==> src/rtl/jb_aes_pkg.sv <==
// Shared types and defaults for the JB AES stream adapter.
package jb_aes_pkg;
  localparam int BLOCK_WIDTH_DEF = 128;
  localparam int BYTE_WIDTH_DEF  = 8;
  localparam int BYTES_PER_BLOCK = BLOCK_WIDTH_DEF / BYTE_WIDTH_DEF;

  typedef enum logic [1:0] {S_FILL, S_START, S_WAIT, S_DRAIN} jb_stream_state_t;

  // Counter width able to hold 0..n-1, never narrower than one bit.
  function automatic int cnt_w(input int n);
    return (n > 1) ? $clog2(n) : 1;
  endfunction
endpackage

==> src/rtl/jb_aes_byte_shifter.sv <==
// Parallel-load, byte-shift register with a symbol counter; used to pack and unpack blocks.
module jb_aes_byte_shifter
  import jb_aes_pkg::*;
#(
  parameter int W     = BLOCK_WIDTH_DEF,
  parameter int B     = BYTE_WIDTH_DEF,
  parameter int OUT_W = W
) (
  input  logic             clk,
  input  logic             nRst,
  input  logic             load_i,
  input  logic [W-1:0]     load_data_i,
  input  logic             shift_i,
  input  logic [B-1:0]     byte_i,
  input  logic             clr_i,
  output logic [OUT_W-1:0] data_o,
  output logic             last_o
);
  localparam int N  = W / B;
  localparam int CW = cnt_w(N);

  logic [W-1:0]  data_q, data_d;
  logic [CW-1:0] cnt_q, cnt_d;

  always_comb begin
    data_d = data_q;
    cnt_d  = cnt_q;
    if (load_i)       data_d = load_data_i;
    else if (shift_i) data_d = {data_q[W-B-1:0], byte_i};
    if (load_i || clr_i) cnt_d = '0;
    else if (shift_i)    cnt_d = cnt_q + 1'b1;
  end

  always_ff @(posedge clk or negedge nRst) begin
    if (!nRst) begin
      data_q <= '0;
      cnt_q  <= '0;
    end else begin
      data_q <= data_d;
      cnt_q  <= cnt_d;
    end
  end

  assign data_o = data_q[W-1 -: OUT_W];
  assign last_o = (cnt_q == CW'(N-1));
endmodule

==> src/rtl/jb_aes_stream_ctrl.sv <==
// Byte-stream front end for one JB AES core: pack block, pulse nStart, await nDone fall, drain result.
module jb_aes_stream_ctrl
  import jb_aes_pkg::*;
#(
  parameter int BLOCK_WIDTH    = BLOCK_WIDTH_DEF,
  parameter int BYTE_WIDTH     = BYTE_WIDTH_DEF,
  parameter int TIMEOUT_CYCLES = 4096
) (
  input  logic                   clk,
  input  logic                   nRst,
  input  logic [BLOCK_WIDTH-1:0] key,
  input  logic                   in_valid,
  output logic                   in_ready,
  input  logic [BYTE_WIDTH-1:0]  in_data,
  output logic                   out_valid,
  input  logic                   out_ready,
  output logic [BYTE_WIDTH-1:0]  out_data,
  output logic                   core_nStart,
  input  logic                   core_nDone,
  output logic [BLOCK_WIDTH-1:0] core_key,
  output logic [BLOCK_WIDTH-1:0] core_blockin,
  input  logic [BLOCK_WIDTH-1:0] core_blockout,
  output logic                   busy,
  output logic                   err
);
  localparam int TW = cnt_w(TIMEOUT_CYCLES);
  localparam logic [TW-1:0] TLAST = TW'((TIMEOUT_CYCLES > 0) ? TIMEOUT_CYCLES - 1 : 0);

  jb_stream_state_t       state_q;
  logic                   in_ready_q, out_valid_q, nstart_q, busy_q, err_q, ndone_q;
  logic [TW-1:0]          timer_q;
  logic [BLOCK_WIDTH-1:0] key_q;

  logic in_hs, out_hs, pk_last, up_last, done_evt, tmo, up_load;

  assign in_hs    = in_valid & in_ready_q;
  assign out_hs   = out_valid_q & out_ready;
  // Only a high->low transition counts, so a level left low by a previous block is ignored.
  assign done_evt = ndone_q & ~core_nDone;
  assign tmo      = (TIMEOUT_CYCLES != 0) && (timer_q == TLAST);
  assign up_load  = (state_q == S_WAIT) && done_evt;

  jb_aes_byte_shifter #(.W(BLOCK_WIDTH), .B(BYTE_WIDTH), .OUT_W(BLOCK_WIDTH)) u_pack (
    .clk         (clk),
    .nRst        (nRst),
    .load_i      (1'b0),
    .load_data_i ('0),
    .shift_i     (in_hs),
    .byte_i      (in_data),
    .clr_i       (in_hs & pk_last),
    .data_o      (core_blockin),
    .last_o      (pk_last)
  );

  jb_aes_byte_shifter #(.W(BLOCK_WIDTH), .B(BYTE_WIDTH), .OUT_W(BYTE_WIDTH)) u_unpack (
    .clk         (clk),
    .nRst        (nRst),
    .load_i      (up_load),
    .load_data_i (core_blockout),
    .shift_i     (out_hs),
    .byte_i      ('0),
    .clr_i       (out_hs & up_last),
    .data_o      (out_data),
    .last_o      (up_last)
  );

  always_ff @(posedge clk or negedge nRst) begin
    if (!nRst) begin
      state_q     <= S_FILL;
      in_ready_q  <= 1'b1;
      out_valid_q <= 1'b0;
      nstart_q    <= 1'b1;
      busy_q      <= 1'b0;
      err_q       <= 1'b0;
      ndone_q     <= 1'b1;
      timer_q     <= '0;
      key_q       <= '0;
    end else begin
      ndone_q <= core_nDone;
      case (state_q)
        S_FILL: if (in_hs && pk_last) begin
          state_q    <= S_START;
          in_ready_q <= 1'b0;
          nstart_q   <= 1'b0;
          busy_q     <= 1'b1;
          key_q      <= key;
        end
        S_START: begin
          state_q  <= S_WAIT;
          nstart_q <= 1'b1;
          timer_q  <= '0;
        end
        S_WAIT: begin
          if (done_evt) begin
            state_q     <= S_DRAIN;
            out_valid_q <= 1'b1;
          end else if (tmo) begin
            state_q    <= S_FILL;
            err_q      <= 1'b1;
            in_ready_q <= 1'b1;
            busy_q     <= 1'b0;
          end else begin
            timer_q <= timer_q + 1'b1;
          end
        end
        S_DRAIN: if (out_hs && up_last) begin
          state_q     <= S_FILL;
          out_valid_q <= 1'b0;
          in_ready_q  <= 1'b1;
          busy_q      <= 1'b0;
        end
        default: state_q <= S_FILL;
      endcase
    end
  end

  assign in_ready    = in_ready_q;
  assign out_valid   = out_valid_q;
  assign core_nStart = nstart_q;
  assign core_key    = key_q;
  assign busy        = busy_q;
  assign err         = err_q;
endmodule

==> config.mk <==
export PLATFORM = sky130hd
export DESIGN_NAME = jb_aes_stream_ctrl
export DESIGN_NICKNAME = d
export VERILOG_FILES = /design/src/rtl/jb_aes_pkg.sv /design/src/rtl/jb_aes_byte_shifter.sv /design/src/rtl/jb_aes_stream_ctrl.sv
export SDC_FILE = /design/constraint.sdc
export NUM_CORES = 1
export LEC_CHECK = 0
export CAP_MARGIN = 30
export CORE_AREA = 2 2 209 211
export CTS_BUF_LIST = sky130_fd_sc_hd__clkbuf_16
export DETAILED_ROUTE_END_ITERATION = 10
export DIE_AREA = 0 0 211 213
export PLACE_DENSITY_LB_ADDON = 0.15
export SYNTH_ARGS = -nofsm -noshare
export SYNTH_HDL_FRONTEND = slang
export SYNTH_HIERARCHICAL = 1
export SYNTH_SLANG_ARGS = --single-unit
==> constraint.sdc <==
create_clock -name clk -period 5.7 [get_ports clk]
set_clock_uncertainty 0.15 [all_clocks]
set_input_delay 0.855 -clock clk [delete_from_list [all_inputs] [get_ports clk]]
set_output_delay 0.855 -clock clk [all_outputs]
set_load 0.02 [all_outputs]
# == Word level (Yosys, flattened, before mapping) ==
# Index checks and enable logic that the tools add are counted.
# Widths: inputs -> output; s select.
# classes
n_addsub,3
n_bitwise,7
n_lt_le_gt_ge,0
div_mod_pow,0
shift,0
n_mul,0
eq_ne,13
reduce_logical,19
muxes,27
# op_table
operator,n
$mux 128,2
$mux 12,2
$pmux 12 s2,1
$mux 4,4
$add 12x1->12 const B,1
$eq 12x12->1 const B,1
$ne 2x2->1 const B,6
$reduce_and 3->1,4
$reduce_bool 2->1,6
$mux 1,9
$add 4x1->4 const B,2
$eq 4x4->1 const B,2
$mux 2,4
$pmux 2 s4,1
$pmux 1 s3,2
$and 1x1->1,5
$reduce_and 5->1,1
$eq 2x2->1 const B,2
$pmux 1 s2,2
$reduce_and 2->1,2
$logic_and 1x1->1,3
$ne 3x3->1 const B,1
$reduce_bool 3->1,1
$eq 2x1->1 const B,1
3 further kinds,4
# word_totals
ram_bits,0
mem_count,0
latch_bits,0
rom_bits,0
out_inout_bits,269
ff_bits,412

# == Depth between registers and ports, before layout ==
# logic_depth
ltp_word,5
ltp_mapped,9
mapped_depth_nobuf,6

# == Hierarchy ==
# The synthesis kept the hierarchy.
# by_module_without_submodules
mod,n_inst,cells_each,area_each_um2
jb_aes_byte_shifter (u_unpack),1,582,6172.2
jb_aes_byte_shifter (u_pack),1,574,6112.1
jb_aes_stream_ctrl,1,647,5796.8

# == Worst setup path before layout ==
# Ideal clock, no wire load.
# synth_timing
path_kind,input-to-reg
from,input in_valid
to,register key_q[0] (netlist: core_key[0])
arrival_ps,1882
slack_ps,3551
t_required_ps,5433
setup_ps,117
n_path_buf,3
path_stages,7
cell_sequence,nand3_1 -> or3_1 -> clkbuf_1 -> clkbuf_1 -> clkbuf_1 -> nand2_1 -> nand2_1
# synth_between
elab_chain_len,3
# synth_rtl
item,line,rtl
"start, declared",jb_aes_stream_ctrl.sv:12,"input logic in_valid,"
$and 1x1->1,jb_aes_stream_ctrl.sv:36,assign in_hs = in_valid & in_ready_q;
$logic_and 1x1->1,jb_aes_stream_ctrl.sv:81,S_FILL: if (in_hs && pk_last) begin
$reduce_and 2->1 (no source line),n/a,
"end signal, assigned",jb_aes_stream_ctrl.sv:86,key_q <= key;
"end, declared",jb_aes_stream_ctrl.sv:32,logic [BLOCK_WIDTH-1:0] key_q;
# Every way passes these cells.
# A chain may end at the register's enable or synchronous reset.

# == Worst setup path in the final report ==
# layout_timing
from,register u_pack.cnt_q[0]
to,register key_q[26] (netlist: core_key[26])
# layout_between
elab_chain_len,3
# layout_rtl
item,line,rtl
"start, declared",jb_aes_byte_shifter.sv:23,"logic [CW-1:0] cnt_q, cnt_d;"
"start signal, assigned",jb_aes_byte_shifter.sv:40,cnt_q <= cnt_d;
$eq 4x4->1,jb_aes_byte_shifter.sv:45,assign last_o = (cnt_q == CW'(N-1));
via pk_last,jb_aes_stream_ctrl.sv:34,"logic in_hs, out_hs, pk_last, up_last, done_evt, tmo, up_load;"
$logic_and 1x1->1,jb_aes_stream_ctrl.sv:81,
$reduce_and 2->1 (no source line),n/a,
# The timed path passes the listed nets, and every way through them passes these cells.

==> results by group <==
Routing
  • Iteration-0 DRC count of the detailed router: 1112
  • Routed WL per cell: 17.87 um
  • Via count: 14340
  • Vias per cell: between 4 and 5
  • Routed WL: 53.38 mm
  • DRC Markers: 0
  • Post-route ant nets: 0
  • 1st-pass router iterations: 5

Synthesis
  • Post-synth EDFFs: 0
  • Xor/xnor share of the synthesized area: 0.09688%
  • Cell area after synthesis: 18080 um^2
  • Fraction of registers with async set or reset after synthesis: 100.0%
  • Sequential-to-total area share from yosys stat: a little under three fifths
  • Area share of the leading cell type in the synthesized netlist: between 50% and 60%
  • Ranking of synthesized cells by area: dfrtp_1, mux2i_1, nand2_1, o21ai_1, o21ai_0
  • Adder-Cell Fraction of Synth Area: less than 1%
  • Post-synthesis mux area share: between 10% and 20%
  • Synth Register Bits: 412
  • Post-synth top flop: dfrtp_1
  • Synth warnings: 6
  • Largest family of logic cells by synthesized area: simple AND/OR/NAND/NOR gates
  • Library cells used by synthesis: 42
  • Area leader, netlist: dfrtp_1
  • Simple-Gate Fraction of Synth Area: 15.53%
  • Mapped Avg Cell Area: 10.03 um^2
  • Synth Area in Compound Gates: approximately 7.7%
  • Syn Inst Count: 1803
  • Most frequent cell after synthesis: nand2_1
  • Top post-synthesis cells by count: nand2_1, dfrtp_1, mux2i_1

CTS
  • CTS tree: yes
  • Clk_lat worst skew: about 0.57 ns
  • Cts hold-fix bufs: 0
  • Post-CTS setup buffer count: 0
  • Clock slew at reported path FFs: 0.06 ns
  • Clock Root Buffer: clkbuf_16
  • Total CTS buffers: 46
  • Worst-case clock buffer depth: 3
  • Resize count post-CTS: 0
  • Number of H-tree levels: 2
  • CTS Sinks: 412

Placed design
  • Placer congestion estimate: 0.8068
  • Hpwl dp: 37.30 mm
  • IO Port Bufs: 537

Pwr
  • Pleak: 10.98 nW
  • Pwr dens: 260.9 nW/um^2
  • Pwr Total: 6.660 mW
  • Max IR drop VDD: between 0.0002 and 0.00025 V

STA
  • Setup TNS: 0 ns
  • Minimum clock period: 3.037 ns
  • Slew @ Worst Pin: 0.8448 ns
  • Hold WS: 0.09232 ns
  • Fin. max-slew vios: 0
  • RSZ-0062 raised after global routing: false
  • Fmax: 329.3 MHz
  • Final Setup Violations: 0
  • Fin crit share: 53.27%
  • Rel. slew slack: 43.68%
  • Final Hold Fails: 0

Layout
  • Layout area overhead: 41.17%
  • Nets: ~2700
  • Share of cells above drive strength 1: 3.566%
  • Layout Utilization: between 50% and 60%

Min path
  • Hold Path Class: primary input to asynchronous set/reset pin

Setup path
  • Worst EP arrival: 3.39 ns
  • Worst r2r dst: core_key[26]$_DFFE_PN0P_
  • Reg2reg path depth: 7
  • Required @ worst endpoint: 6.05 ns
  • CP Capture Type: flip-flop
  • Reg2Reg Setup Slack: 2.66 ns
  • Setup crit start kind: flip-flop
  • Reg-to-Reg Start: u_pack/cnt_q[0]$_DFFE_PN0P_
  • Crit-path max FO: 71
  • WS Path Type: flip-flop to flip-flop

Global routing
  • First-pass GRT wire length: 81.48 mm
  • Vias in the first global route: 14460
  • Initial antenna violation count: 1
  • Largest net degree at the start of global routing: 260
  • GRT Overall Usage: a little under a quarter
  • Grt ovf: 0

Floorplan
  • Core Area: 42700 um^2
  • Initial core utilization: 42.35%
  • Die area: 44940 um^2
  • I/O pins: 538
  • Die height: 213 um
  • Die W: 211 um
  • Placement Rows: 76

Outcome
  • Status: completed

Run
  • Max capacitance violation total: 0
-- through the flow --
step | std cells | setup slack [ns] | cell area, um^2
2_1_floorplan | 1939 | 3.551 | 18590
3_3_place_gp | 2904 | 2.182 | 24020
3_5_place_dp | 2905 | 2.146 | 24050
4_1_cts | 2985 | 2.596 | 25500
5_1_grt | 2987 | 2.456 | 25530
6_report | 2987 | 2.663 | 25530
-- layout make-up --
type                            count  area [um^2]
Fill cell                        3629        17170
Sequential cell                   412        10310
Multi-Input combinational cell   1395         7483
Timing Repair Buffer              550         5580
Clock buffer                       47         1176
Tap cell                          546        683.2
Clock inverter                     33        270.3
Inverter                            3        16.27
Antenna cell                        1        2.502
-- metal layers --
layer,part of all wire (%),global-route usage [%],vias up
met5,0,0,-
met4,3.7,9.325,0
met3,7.6,7.016,93
met2,48,38.43,400
met1,41,28.79,6815
li1,-,-,7035
-- report_power, final --
group / total [mW] / internal [mW] / switching [mW]
Sequential: 3.08 / 3.01 / 0.0765
Combinational: 0.687 / 0.354 / 0.332
Clock: 2.89 / 1.71 / 1.18
Total: 6.66 / 5.07 / 1.59
-- critical path: stages (launching register included) --
cell and delay [ns]:
dfrtp_1 0.40, ha_1 0.24, and3_1 0.21, nand3_1 0.30, or3_4 0.71, buf_4 0.66, nand2_1 0.13, nand2_1 0.10
-- state kept, by name, summed over array words and instances (netlist names), 2 cells and up --
register / cells
core_key: 128
u_pack/data_o: 128
u_unpack/data_q: 128
timer_q: 12
u_pack/cnt_q: 4
u_unpack/cnt_q: 4
state_q: 2
-- cell families after synthesis --
| kind of cell | Yosys count |
|---|---|
| AND/OR/NAND/NOR | 714 |
| flip-flops | 412 |
| multiplexers | 270 |
| AO/OA/AOI/OAI | 269 |
| buffers and inverters | 132 |
| adder cells (fa/ha/maj) | 3 |
| XOR/XNOR | 2 |
| other | 1 |
-- cells in the final DEF, fill, tap and decap left out, drive strengths merged, types with 3 or more instances in the layout --
cell           instances
conb                 137
a21oi                  3
clkinv                14
buf                   14
nand3                  8
and3                   8
inv                   16
clkdlybuf4s50        536
nor3                   3
nor2b                  3
dfrtp                409
o21ai                257
clkbuf                47
mux2i                268
nor2                   8
dfstp                  3
nand2                660
nand2b                 3
bufinv                 5
nand4                  5
ha                     3
nor3b                  3
nor4                   3
-- worst max path at each step --
stage                                            from                   endpoint  slack [ns]  depth (start not counted)
after floorplan                              in_valid    core_key[0]$_DFFE_PN0P_        3.55                          7
after global placement                       in_valid    core_nStart$_DFFE_PN1P_        2.18                          6
after detailed placement                     in_valid  core_key[102]$_DFFE_PN0P_        2.15                          6
after CTS                 u_pack/cnt_q[0]$_DFFE_PN0P_   core_key[26]$_DFFE_PN0P_        2.60                          7
after global routing      u_pack/cnt_q[0]$_DFFE_PN0P_    core_nStart$_DFFE_PN1P_        2.46                          7
final                     u_pack/cnt_q[0]$_DFFE_PN0P_   core_key[26]$_DFFE_PN0P_        2.66                          7
Power figures use the tool's default switching activity.
